### src/rtl/pc_redirect_ctrl.sv
// PC redirect control: turns E-stage branch / R15-write results into fetch/decode stall, flush and PC-mux selects.
// Optional perf counters (BrCnt, FlushCnt) exist only when COND_PERF_CNT_EN is defined.
module pc_redirect_ctrl #(
    parameter int PCW_DEPTH = 2
`ifdef COND_PERF_CNT_EN
    ,
    parameter int CNT_W     = 16
`endif
) (
    input  logic             clk,
    input  logic             reset,
    input  logic             PCSrcD,
    input  logic             PCSrcE,
    input  logic             BranchTakenE,
    input  logic             LdStallD,
    output logic             StallF,
    output logic             StallD,
    output logic             FlushD,
    output logic             FlushE,
    output logic             RedirectBrF,
    output logic             RedirectWbF,
`ifdef COND_PERF_CNT_EN
    output logic [CNT_W-1:0] BrCnt,
    output logic [CNT_W-1:0] FlushCnt,
`endif
    output logic             PendPCW
);

    typedef enum logic {RUN, PCWAIT} state_t;

    state_t               state_q, state_d;
    logic [PCW_DEPTH-1:0] pcw_q, pcw_d;
    logic [PCW_DEPTH-1:0] pcw_older;
    logic                 new_pcw;
    logic                 pcw_in_w;

    // A taken branch in E squashes a same-cycle R15 write from ever committing.
    assign new_pcw  = PCSrcE & ~BranchTakenE;
    assign pcw_in_w = pcw_q[PCW_DEPTH-1];

    always_comb begin
        pcw_d    = pcw_q << 1;
        pcw_d[0] = new_pcw;
    end

    always_ff @(posedge clk or posedge reset) begin
        if (reset) begin
            pcw_q   <= '0;
            state_q <= RUN;
        end else begin
            pcw_q   <= pcw_d;
            state_q <= state_d;
        end
    end

    // Leave PCWAIT only once the last in-flight R15 write reaches W.
    always_comb begin
        pcw_older              = pcw_q;
        pcw_older[PCW_DEPTH-1] = 1'b0;
        state_d                = state_q;
        case (state_q)
            RUN:     if (new_pcw) state_d = PCWAIT;
            PCWAIT:  if (pcw_in_w && !new_pcw && (pcw_older == '0)) state_d = RUN;
            default: state_d = RUN;
        endcase
    end

    always_comb begin
        StallF      = 1'b0;
        StallD      = 1'b0;
        FlushD      = 1'b0;
        FlushE      = 1'b0;
        RedirectBrF = 1'b0;
        RedirectWbF = 1'b0;
        PendPCW     = 1'b0;
        if (!reset) begin
            PendPCW = (|pcw_q) | (state_q == PCWAIT);
            if (BranchTakenE) begin
                RedirectBrF = 1'b1;
                FlushD      = 1'b1;
                FlushE      = 1'b1;
            end else begin
                FlushE = LdStallD;
                if (pcw_in_w) begin
                    RedirectWbF = 1'b1;
                    FlushD      = 1'b1;
                end else if (PCSrcD || PCSrcE || (state_q == PCWAIT)) begin
                    StallF = 1'b1;
                    FlushD = 1'b1;
                end else if (LdStallD) begin
                    StallF = 1'b1;
                    StallD = 1'b1;
                end
            end
        end
    end

`ifdef COND_PERF_CNT_EN
    logic [CNT_W-1:0] brcnt_q, flushcnt_q;

    always_ff @(posedge clk or posedge reset) begin
        if (reset) begin
            brcnt_q    <= '0;
            flushcnt_q <= '0;
        end else begin
            if (BranchTakenE && (brcnt_q != '1)) brcnt_q <= brcnt_q + CNT_W'(1);
            if (FlushD && (flushcnt_q != '1)) flushcnt_q <= flushcnt_q + CNT_W'(1);
        end
    end

    assign BrCnt    = brcnt_q;
    assign FlushCnt = flushcnt_q;
`endif

endmodule

### config.mk
export PLATFORM = sky130hd
export DESIGN_NAME = pc_redirect_ctrl
export DESIGN_NICKNAME = d
export VERILOG_FILES = /design/src/rtl/pc_redirect_ctrl.sv
export SDC_FILE = /design/constraint.sdc
export NUM_CORES = 1
export LEC_CHECK = 0
export BUFFER_PORTS_ARGS = -buffer_cell sky130_fd_sc_hd__buf_2
export CAP_MARGIN = 25
export CORE_AREA = 3 3 40 42
export DETAILED_ROUTE_END_ITERATION = 10
export DIE_AREA = 0 0 43 45
export SETUP_SLACK_MARGIN = 0.1
export SYNTH_ARGS = -nofsm -noshare
export SYNTH_HDL_FRONTEND = slang
export SYNTH_SLANG_ARGS = --single-unit
export TNS_END_PERCENT = 20
### constraint.sdc
create_clock -name clk -period 0.82 [get_ports clk]
set_input_delay 0.123 -clock clk [delete_from_list [all_inputs] [get_ports clk]]
set_output_delay 0.123 -clock clk [all_outputs]
set_load 0.1 [all_outputs]
==> impl_metrics.env, run 1 <==
export IMPL_start_util_pct=13.5
export IMPL_rrSetupSlack_ps=-90
export IMPL_num_fill_cells=125
export IMPL_crit_type="flip-flop to output pin"
export IMPL_clock_latency_ps=230
export IMPL_layout_nets=50
export IMPL_grt_pass1_wl_um=903
export IMPL_finalCritPeriodShare_pct=165
export IMPL_finalSetupViolCount=7
export IMPL_n_antenna_cell=0
export IMPL_rows=13
export IMPL_crit_reg2reg_launch="pcw_q[0]$_DFF_PP0_"
export IMPL_hold_depth=3
export IMPL_maxCapViolations=0
export IMPL_final_hold_viol_count=0
export IMPL_grt_max_degree=6
export IMPL_combPwrFrac_pct=43.6
export IMPL_drv_slew=0
export IMPL_ys_ff_latch=3
export IMPL_min_period_ps=1350
export IMPL_internal_power_mw=0.474
export IMPL_crit_arrival_ps=1230
export IMPL_drt_iter0_drc=1
export IMPL_slowest_stage="dfrtp_1"
export IMPL_min_path_type="input port to flip-flop"
export IMPL_p_leak_nw=0.232
export IMPL_synthesis_area_sq_um=174
export IMPL_ioPinCount=13
export IMPL_worst_pin_slew_ps=202
export IMPL_synth_top_family_by_area="simple AND/OR/NAND/NOR gates"
export IMPL_gp_congestion=0.652
export IMPL_synth_nets=26
export IMPL_rr_worst_depth=3
export IMPL_synth_compound_area_share_pct=13.7
export IMPL_die_w_um=43
export IMPL_cp_end_kind="output pin"
export IMPL_clkSlewWorstSetupHoldPaths_ps=40
export IMPL_drcViolationCount=0
export IMPL_swShare_pct=37.8
export IMPL_violations="setup timing"
export IMPL_power_switching_mw=0.288
export IMPL_max_stage_delay_ps=390
export IMPL_synth_mux_area_share_pct=0
export IMPL_syn_avg_cell_area_sq_um=8.70
export IMPL_ys_seq_area_share_pct=43.2
export IMPL_clock_fmax_ghz=0.740
export IMPL_synth_area_top_cells="dfrtp_1 (43%), nor2_1 (8.6%), nor2b_1 (7.2%), a21boi_2 (6.5%), nor3_1 (5.8%)"
export IMPL_crit_required_ps=700
export IMPL_setup_tns_ps=-2470
export IMPL_yosysTopAreaCell="dfrtp_1"
export IMPL_whs_endpoint="pcw_q[0]$_DFF_PP0_"
export IMPL_io_buffers=12
export IMPL_htree_levels=1
export IMPL_vdd_drop_max_v=0.000625
export IMPL_vias=218
export IMPL_netlist_instances=20
export IMPL_status="complete, but fails checks"
export IMPL_crit_fanout=3
export IMPL_rsz0062_at_grt="true"
export IMPL_fin_util_pct=40.1
export IMPL_core_sq_um=1280
export IMPL_ant_nets=0
export IMPL_power_frac_seq_pct=22.4
export IMPL_grt_pass1_vias=252
export IMPL_die_area_sq_um=1940
export IMPL_cp_start_kind="flip-flop"
export IMPL_synth_top_cell_area_share_pct=43.2
export IMPL_fin_skew_ps=2.14
export IMPL_hold_ws_ps=181
export IMPL_hold_start="BranchTakenE"
export IMPL_routed_wl_um=527
export IMPL_dp_hpwl_um=435
export IMPL_drtPass1Iterations=2
export IMPL_die_height_um=45
export IMPL_synthToLayoutAreaGrowth_pct=196
export IMPL_setup_slack_ps=-531
export IMPL_layout_drive_gt1_share_pct=76.7
export IMPL_r2r_end="state_q$_DFF_PP0_"
export IMPL_synth_xor_area_share_pct=0
export IMPL_fin_total_pwr_mw=0.762
export IMPL_met1_usage_pct=5.57
export IMPL_yosys_warnings=0
export IMPL_track_usage_pct=6.51
export IMPL_pwr_density_cell_nw_per_um2=1480
export IMPL_viasPerCell=3.76
export IMPL_path_cells="nor3_2 -> a21boi_4 -> buf_12"
export IMPL_grt_use_met2_pct=11.7
export IMPL_cts_root_buf="clkbuf_4"
export IMPL_cts_tree="done"
export IMPL_gr_total_overflow=0
export IMPL_clkPwrFrac_pct=34.0
export IMPL_antenna_found_initial=0
export IMPL_clkSinkCount=3
export IMPL_relSlewSlack_pct=86.6
export IMPL_cts_buffers=3
export IMPL_busiest_layer="met2"
export IMPL_yosysUniqueCellTypes=12
export IMPL_synth_fa_ha_area_share_pct=0
export IMPL_clock_path_buffers=2
export IMPL_yosys_area_share_simple_pct=38.8
export IMPL_wl_per_cell_um=9.09
export IMPL_use_met3_pct=3.98
==> how the worst max path moves through the flow <==
stage / cells past startpoint / slack [ps] / startpoint / to
detailed placement: 3 / -350 / pcw_q[1]$_DFF_PP0_ / StallF
finish: 3 / -530 / pcw_q[1]$_DFF_PP0_ / StallF
global route: 3 / -580 / pcw_q[1]$_DFF_PP0_ / StallF
CTS: 3 / -550 / pcw_q[1]$_DFF_PP0_ / StallF
global placement: 4 / -340 / pcw_q[1]$_DFF_PP0_ / PendPCW
floorplan: 2 / -550 / pcw_q[1]$_DFF_PP0_ / StallF
==> routing by layer <==
layer	share of wire, %	up-vias
met5	0	-
met4	0	0
met3	8.3	0
met2	61	6
met1	31	99
li1	-	113
==> placed cells by master, fill, tap and decap left out, types with 2 or more instances in the layout <==
master / instances
inv_1: 2
buf_12: 6
dfrtp_1: 3
buf_6: 3
nor2_2: 3
buf_4: 4
clkbuf_4: 3
nor3_2: 3
buf_2: 4
==> cells in the mapped netlist, drive strengths merged <==
cell / n
and3: 1
nor3b: 1
a21o: 1
nor2b: 2
nor3: 3
nand2b: 1
inv: 2
a21oi: 1
a21boi: 1
nor2: 4
dfrtp: 3
==> cell type report <==
type                            instances  area (sq um)  share of cell area, %
Tap cell                               15          18.8                   3.64
Sequential cell                         3          75.1                   14.6
Clock buffer                            4          26.3                   5.10
Multi-Input combinational cell         15           159                   30.8
Timing Repair Buffer                   19           229                   44.4
Inverter                                2          7.51                   1.46
==> stage by stage <==
step	cell area (sq um)	cells	worst slack (ps)
floorplan	216	20	-548
global placement	430	53	-344
detailed placement	430	53	-350
CTS	504	58	-549
global route	515	58	-578
finish	515	58	-531
==> logic make-up after synthesis <==
family	Yosys count
AND/OR/NAND/NOR	12
AO/OA/AOI/OAI	3
flip-flops	3
buffers and inverters	2
==> power by group through the flow <==
stage	Sequential [mW]	Combinational [mW]	Clock, mW
global placement	0.171	0.302	0
CTS	0.171	0.329	0.276
detailed placement	0.171	0.303	0
floorplan	0.170	0.183	0
finish	0.171	0.332	0.259
global route	0.173	0.347	0.296
==> flip-flops by register name (all words and copies together) (netlist names) <==
name and count:
pcw_q 2, state_q 1
==> critical path, delay by kind of cell (launching register included) <==
family / cells / cell delay [ps]
flip-flops: 1 / 390
AO/OA/AOI/OAI: 1 / 220
AND/OR/NAND/NOR: 1 / 200
buffers and inverters: 1 / 190
==> what timing repair did <==
item                       in CTS  in global routing
hold buffers                    1                  0
resized for setup               9                  3
setup buffers                   0                  0
pin swaps                       2                  0
setup endpoints to repair       8                  8
hold endpoints to repair        3                  0
No activity file was read; power rests on OpenSTA's default activity.
==> run 2, diff against run 1 <==
--- a/config.mk
+++ b/config.mk
@@ -5,6 +5,7 @@
 export SDC_FILE = /design/constraint.sdc
 export NUM_CORES = 1
 export LEC_CHECK = 0
+export ABC_AREA = 1
 export BUFFER_PORTS_ARGS = -buffer_cell sky130_fd_sc_hd__buf_2
 export CAP_MARGIN = 25
 export CORE_AREA = 3 3 40 42
==> run 2 against run 1 <==
Net effect:
- the flow still finishes with violations (setup timing)
- clock power increased by 2%
- final cell count rose by 14%
- critical path type unchanged
- maximum frequency increased by 6.6%
- synthesized cell count is 40% higher
- sequential power barely moved
- die area unchanged
- combinational power up 17%
- via count increased by 16%
- sequential share of layout area shrank 1.5 points
- cell area rose by 11%
==> impl_metrics.env, run 2 <==
export IMPL_p_leak_nw=0.250
export IMPL_synth_top_cell_area_share_pct=38.2
export IMPL_maxCapViolations=0
export IMPL_postPlaceCellArea_sq_um=463
export IMPL_clock_path_buffers=2
export IMPL_drt_iter0_drc=0
export IMPL_die_area_sq_um=1940
export IMPL_gp_congestion=0.668
export IMPL_vias=253
export IMPL_setup_slack_ps=-447
export IMPL_netlist_instances=28
export IMPL_worst_pin_slew_ps=219
export IMPL_gr_total_overflow=0
export IMPL_synth_most_common_cell="inv_1"
export IMPL_clock_fmax_ghz=0.789
export IMPL_final_common_cell="buf_12"
export IMPL_routed_wl_um=644
export IMPL_grt_max_degree=7
export IMPL_cp_end_kind="output pin"
export IMPL_wl_per_cell_um=9.76
export IMPL_yosys_top_cells_count="inv_1 (7), dfrtp_1 (3), nand2_1 (3), nor2_1 (3)"
export IMPL_crit_required_ps=700
export IMPL_finalCritPeriodShare_pct=154
export IMPL_n_antenna_cell=0
export IMPL_async_reset_ff_share_pct=100
export IMPL_vdd_drop_max_v=0.000832
export IMPL_grt_pass1_vias=266
export IMPL_cp_start_kind="flip-flop"
export IMPL_critical_path_buf_inv_count=1
export IMPL_synthesis_area_sq_um=196
export IMPL_final_hold_viol_count=0
export IMPL_num_fill_cells=126
export IMPL_cp_top_family="flip-flops"
export IMPL_fin_area_sq_um=574
export IMPL_finalSetupViolCount=6
export IMPL_status="complete, but fails checks"
export IMPL_final_cell_mix="buf_12 (8), buf_4 (5)"
export IMPL_yosysUniqueCellTypes=13
export IMPL_crit_fanout=4
export IMPL_ioPinCount=13
export IMPL_htree_levels=1
export IMPL_track_usage_pct=7.53
export IMPL_drcViolationCount=0
export IMPL_relSlewSlack_pct=85.4
export IMPL_synth_area_top_cells="dfrtp_1 (38%), inv_1 (13%), nor2_2 (6.4%), nand2_1 (5.7%), nor2_1 (5.7%)"
export IMPL_die_w_um=43
export IMPL_synthToLayoutAreaGrowth_pct=192
export IMPL_layout_nets=58
export IMPL_synth_nets=34
export IMPL_start_util_pct=15.3
export IMPL_violations="setup timing"
export IMPL_slowest_stage="dfrtp_1"
export IMPL_die_height_um=45
export IMPL_crit_type="flip-flop to output pin"
export IMPL_ys_ff_latch=3
export IMPL_rows=13
export IMPL_pwr_density_cell_nw_per_um2=1430
export IMPL_synth_ff_type="dfrtp_1"
export IMPL_syn_avg_cell_area_sq_um=7.02
export IMPL_largest_registers="pcw_q: 2 flops, state_q: 1 flops"
export IMPL_max_stage_delay_ps=420
export IMPL_path_cells="nor2_2 -> nand3_2 -> nor2_4 -> buf_12"
export IMPL_drtPass1Iterations=1
export IMPL_drv_slew=0
export IMPL_registers_top_by_ff_count="pcw_q"
export IMPL_crit_arrival_ps=1140
export IMPL_cts_tree="done"
export IMPL_cts_root_buf="clkbuf_4"
export IMPL_viasPerCell=3.83
export IMPL_ant_nets=0
export IMPL_largest_register_ffs=2
export IMPL_cts_buffers=3
export IMPL_clock_latency_ps=240
export IMPL_min_path_type="input port to flip-flop"
export IMPL_core_sq_um=1280
export IMPL_synth_enable_flop_cells=0
export IMPL_min_period_ps=1270
export IMPL_dp_hpwl_um=446
export IMPL_fin_skew_ps=4.55
export IMPL_io_buffers=12
export IMPL_clkSinkCount=3
export IMPL_yosysTopAreaCell="dfrtp_1"
export IMPL_layout_drive_gt1_share_pct=72.5
export IMPL_clkSlewWorstSetupHoldPaths_ps=30
export IMPL_ys_seq_area_share_pct=38.2
export IMPL_yosys_warnings=0
export IMPL_fin_total_pwr_mw=0.822
export IMPL_rsz0062_at_grt="true"
export IMPL_grt_pass1_wl_um=1010
export IMPL_antenna_found_initial=0
## run 2: power breakdown
part           internal, mW  switching, mW
sequential            0.160        0.00888
clock                 0.183         0.0807
combinational         0.153          0.237
## run 2: metal layers
layer	track usage (%)	part of all wire, %
met5	0	0
met4	7.23	3.0
met3	1.59	7.5
met2	14.4	55
met1	6.36	35
## run 2: worst register-to-register path, stage by stage (launching register included)
cell     delay [ps]
dfrtp_1         410
inv_1           110
buf_4           140
o21ai_1         100
o21ai_0          80
## run 2: final cells by class
cell class              instances  area [sq um]  area share [%]
inverters                       8          43.8            7.63
well taps                      15          18.8            3.27
clock buffers                   4          26.3            4.58
flip-flops and latches          3          75.1            13.1
multi-input cells              17           161            28.1
repair buffers                 19           249            43.4
## run 2: path summary, 6_finish.rpt
| check | startpoint | endpoint | slack [ps] | cells past startpoint |
|---|---|---|---|---|
| max | pcw_q[1]$_DFF_PP0_ | StallD | -450 | 4 |
| min in group asynchronous | reset | state_q$_DFF_PP0_ | 440 | 4 |
| min | BranchTakenE | pcw_q[0]$_DFF_PP0_ | 70 | 2 |
| min reg2reg | pcw_q[0]$_DFF_PP0_ | pcw_q[1]$_DFF_PP0_ | 500 | 1 |
| max in group asynchronous | reset | pcw_q[1]$_DFF_PP0_ | 280 | 4 |
| max reg2reg | pcw_q[1]$_DFF_PP0_ | state_q$_DFF_PP0_ | -150 | 4 |
## run 2: cell families (layout without fill, tap and decap cells)
| kind of cell | Yosys count | in the layout | synth area share (%) |
|---|---|---|---|
| AOI/OAI and AO/OA | 4 | 4 | 10.2 |
| DFF | 3 | 3 | 38.2 |
| and+or+nand+nor | 13 | 13 | 36.3 |
| buffers and inverters | 8 | 31 | 15.3 |
## run 2: metrics by stage
| step | setup WS [ps] | TNS [ps] | util, % | std cells | hold slack (ps) |
|---|---|---|---|---|---|
| 2_1_floorplan | -503 | -2570 | - | 28 | -131 |
| 3_3_place_gp | -228 | -1160 | 36.0 | 61 | 177 |
| 3_5_place_dp | -243 | -1310 | 36.0 | 61 | 182 |
| 4_1_cts | -499 | -2390 | 41.5 | 66 | 88.3 |
| 5_1_grt | -505 | -2640 | 44.7 | 66 | 72.1 |
| 6_report | -447 | -2300 | 44.7 | 66 | 68.7 |
## run 2: repair_timing
item,CTS,global route
hold buffers,1,0
setup buffers,0,0
pin swaps,3,3
endpoints found under the hold margin,3,0
cloned,0,0
gates resized for setup,10,12
endpoints found under the setup margin,8,8
==> run 3, diff against run 2 <==
--- a/config.mk
+++ b/config.mk
@@ -11,7 +11,6 @@
 export CORE_AREA = 3 3 40 42
 export DETAILED_ROUTE_END_ITERATION = 10
 export DIE_AREA = 0 0 43 45
-export SETUP_SLACK_MARGIN = 0.1
 export SYNTH_ARGS = -nofsm -noshare
 export SYNTH_HDL_FRONTEND = slang
 export SYNTH_SLANG_ARGS = --single-unit
==> run 3 against run 2 <==
Net effect:
- the flow still finishes with violations (setup timing)
- global-route usage unchanged
- maximum frequency is essentially flat
- worst setup slack better by 0.69 ps
- sequential power about the same
==> impl_metrics.env, run 3 (synthesis results as in run 2) <==
export IMPL_status="complete, but fails checks"
export IMPL_violations="setup timing"
export IMPL_crit_fanout=4
export IMPL_cp_start_kind="flip-flop"
export IMPL_p_leak_nw=0.241
export IMPL_vias=254
export IMPL_final_hold_viol_count=0
export IMPL_internal_power_mw=0.478
export IMPL_clkPwrFrac_pct=33.1
export IMPL_setup_slack_ps=-446
export IMPL_grt_max_degree=7
export IMPL_clkSlewWorstSetupHoldPaths_ps=30
export IMPL_clock_path_buffers=2
export IMPL_drv_slew=0
export IMPL_vdd_drop_max_v=0.000791
export IMPL_combPwrFrac_pct=45.6
export IMPL_worst_pin_slew_ps=220
export IMPL_maxCapViolations=0
export IMPL_viasPerCell=3.85
export IMPL_largest_registers="pcw_q: 2 flops, state_q: 1 flops"
export IMPL_fin_area_sq_um=526
export IMPL_drtPass1Iterations=1
export IMPL_crit_arrival_ps=1140
export IMPL_gp_congestion=0.668
export IMPL_final_common_cell="buf_12"
export IMPL_setup_tns_ps=-2310
export IMPL_grt_pass1_vias=256
export IMPL_pwr_density_cell_nw_per_um2=1510
export IMPL_cts_tree="done"
export IMPL_layout_drive_gt1_share_pct=72.5
export IMPL_power_switching_mw=0.315
export IMPL_start_util_pct=15.3
export IMPL_final_cell_mix="buf_12 (7), buf_4 (6), inv_2 (4), buf_2 (4)"
export IMPL_crit_required_ps=700
export IMPL_die_height_um=45
export IMPL_cts_setup_buffers=0
export IMPL_registers_top_by_ff_count="pcw_q"
export IMPL_fin_util_pct=40.9
export IMPL_rrSetupSlack_ps=-150
export IMPL_dp_hpwl_um=446
export IMPL_final_cells=66
export IMPL_min_path_type="input port to flip-flop"
export IMPL_antenna_found_initial=0
export IMPL_postPlaceCellArea_sq_um=463
export IMPL_die_area_sq_um=1940
export IMPL_drt_iter0_drc=0
export IMPL_grt_pass1_wl_um=1010
export IMPL_clkSinkCount=3
export IMPL_fin_skew_ps=4.97
export IMPL_finalSetupViolCount=7
export IMPL_crit_type="flip-flop to output pin"
export IMPL_clock_latency_ps=240
export IMPL_core_sq_um=1280
export IMPL_num_fill_cells=138
export IMPL_cts_root_buf="clkbuf_4"
export IMPL_largest_register_ffs=2
export IMPL_synthToLayoutAreaGrowth_pct=168
export IMPL_die_w_um=43
export IMPL_min_period_ps=1270
export IMPL_dp_cells=61
export IMPL_relSlewSlack_pct=85.3
export IMPL_rsz0062_at_grt="true"
export IMPL_ant_nets=0
export IMPL_htree_levels=1
export IMPL_wl_per_cell_um=9.14
export IMPL_rows=13
export IMPL_clock_fmax_ghz=0.790
export IMPL_swShare_pct=39.7
export IMPL_routed_wl_um=603
export IMPL_cts_buffers=3
export IMPL_io_buffers=12
export IMPL_ioPinCount=13
export IMPL_n_antenna_cell=0
export IMPL_cp_end_kind="output pin"
export IMPL_finalCritPeriodShare_pct=154
export IMPL_drcViolationCount=0
export IMPL_layout_nets=58
export IMPL_gr_total_overflow=0
export IMPL_power_frac_seq_pct=21.3
export IMPL_track_usage_pct=7.53
[run 3: cell counts in the layout (fill, tap and decap cells not counted)]
No cell type changed its count.
[run 3: stage by stage]
step / hold WS [ps] / total power [mW] / worst slack [ps]
after floorplan: -131 / 0.366 / -503
after global placement: 177 / 0.510 / -228
after detailed placement: 182 / 0.513 / -243
after CTS: 118 / 0.803 / -499
after global routing: 154 / 0.829 / -505
final: 142 / 0.793 / -446
[run 3: path summary, 6_finish.rpt]
kind,from,to,depth (start not counted)
hold reg to reg,pcw_q[0]$_DFF_PP0_,pcw_q[1]$_DFF_PP0_,1
setup / recovery,pcw_q[1]$_DFF_PP0_,StallD,4
min in group asynchronous,reset,state_q$_DFF_PP0_,4
max in group asynchronous,reset,pcw_q[1]$_DFF_PP0_,4
hold / removal,PCSrcE,pcw_q[0]$_DFF_PP0_,3
setup reg to reg,pcw_q[1]$_DFF_PP0_,state_q$_DFF_PP0_,4
[run 3: what timing repair did]
action | in CTS | in global routing
pin swaps | 3 | 1
setup endpoints to repair | 8 | 8
gates resized for setup | 5 | 5
hold buffers | 1 | 0
endpoints found under the hold margin | 3 | 0
[run 3: layout make-up]
type | instances | area [sq um] | share of cell area, %
timing repair buffer | 19 | 226 | 43.1
multi-input combinational | 17 | 145 | 27.6
sequential | 3 | 75.1 | 14.3
inverter | 8 | 33.8 | 6.43
clock buffer | 4 | 26.3 | 5.00
tap | 15 | 18.8 | 3.57
[run 3: critical path, stage by stage (launching register included)]
cell and delay (ps):
dfrtp_1 420, nor2_2 110, nand3_2 100, nor2_4 110
buf_12 180
[run 3: power groups by stage]
stage | sequential, mW | clock, mW | combinational, mW
after detailed placement | 0.169 | 0 | 0.344
final | 0.169 | 0.263 | 0.362
after CTS | 0.167 | 0.278 | 0.358
after global routing | 0.171 | 0.281 | 0.378
after floorplan | 0.168 | 0 | 0.198
after global placement | 0.168 | 0 | 0.342
[run 3: metal layers]
layer / vias up / global-route usage, % / share of wire (%)
li1: 131 / - / -
met1: 110 / 7.09 / 37
met2: 11 / 13.5 / 52
met3: 2 / 1.59 / 8.5
met4: 0 / 7.23 / 3.2
met5: - / 0 / 0
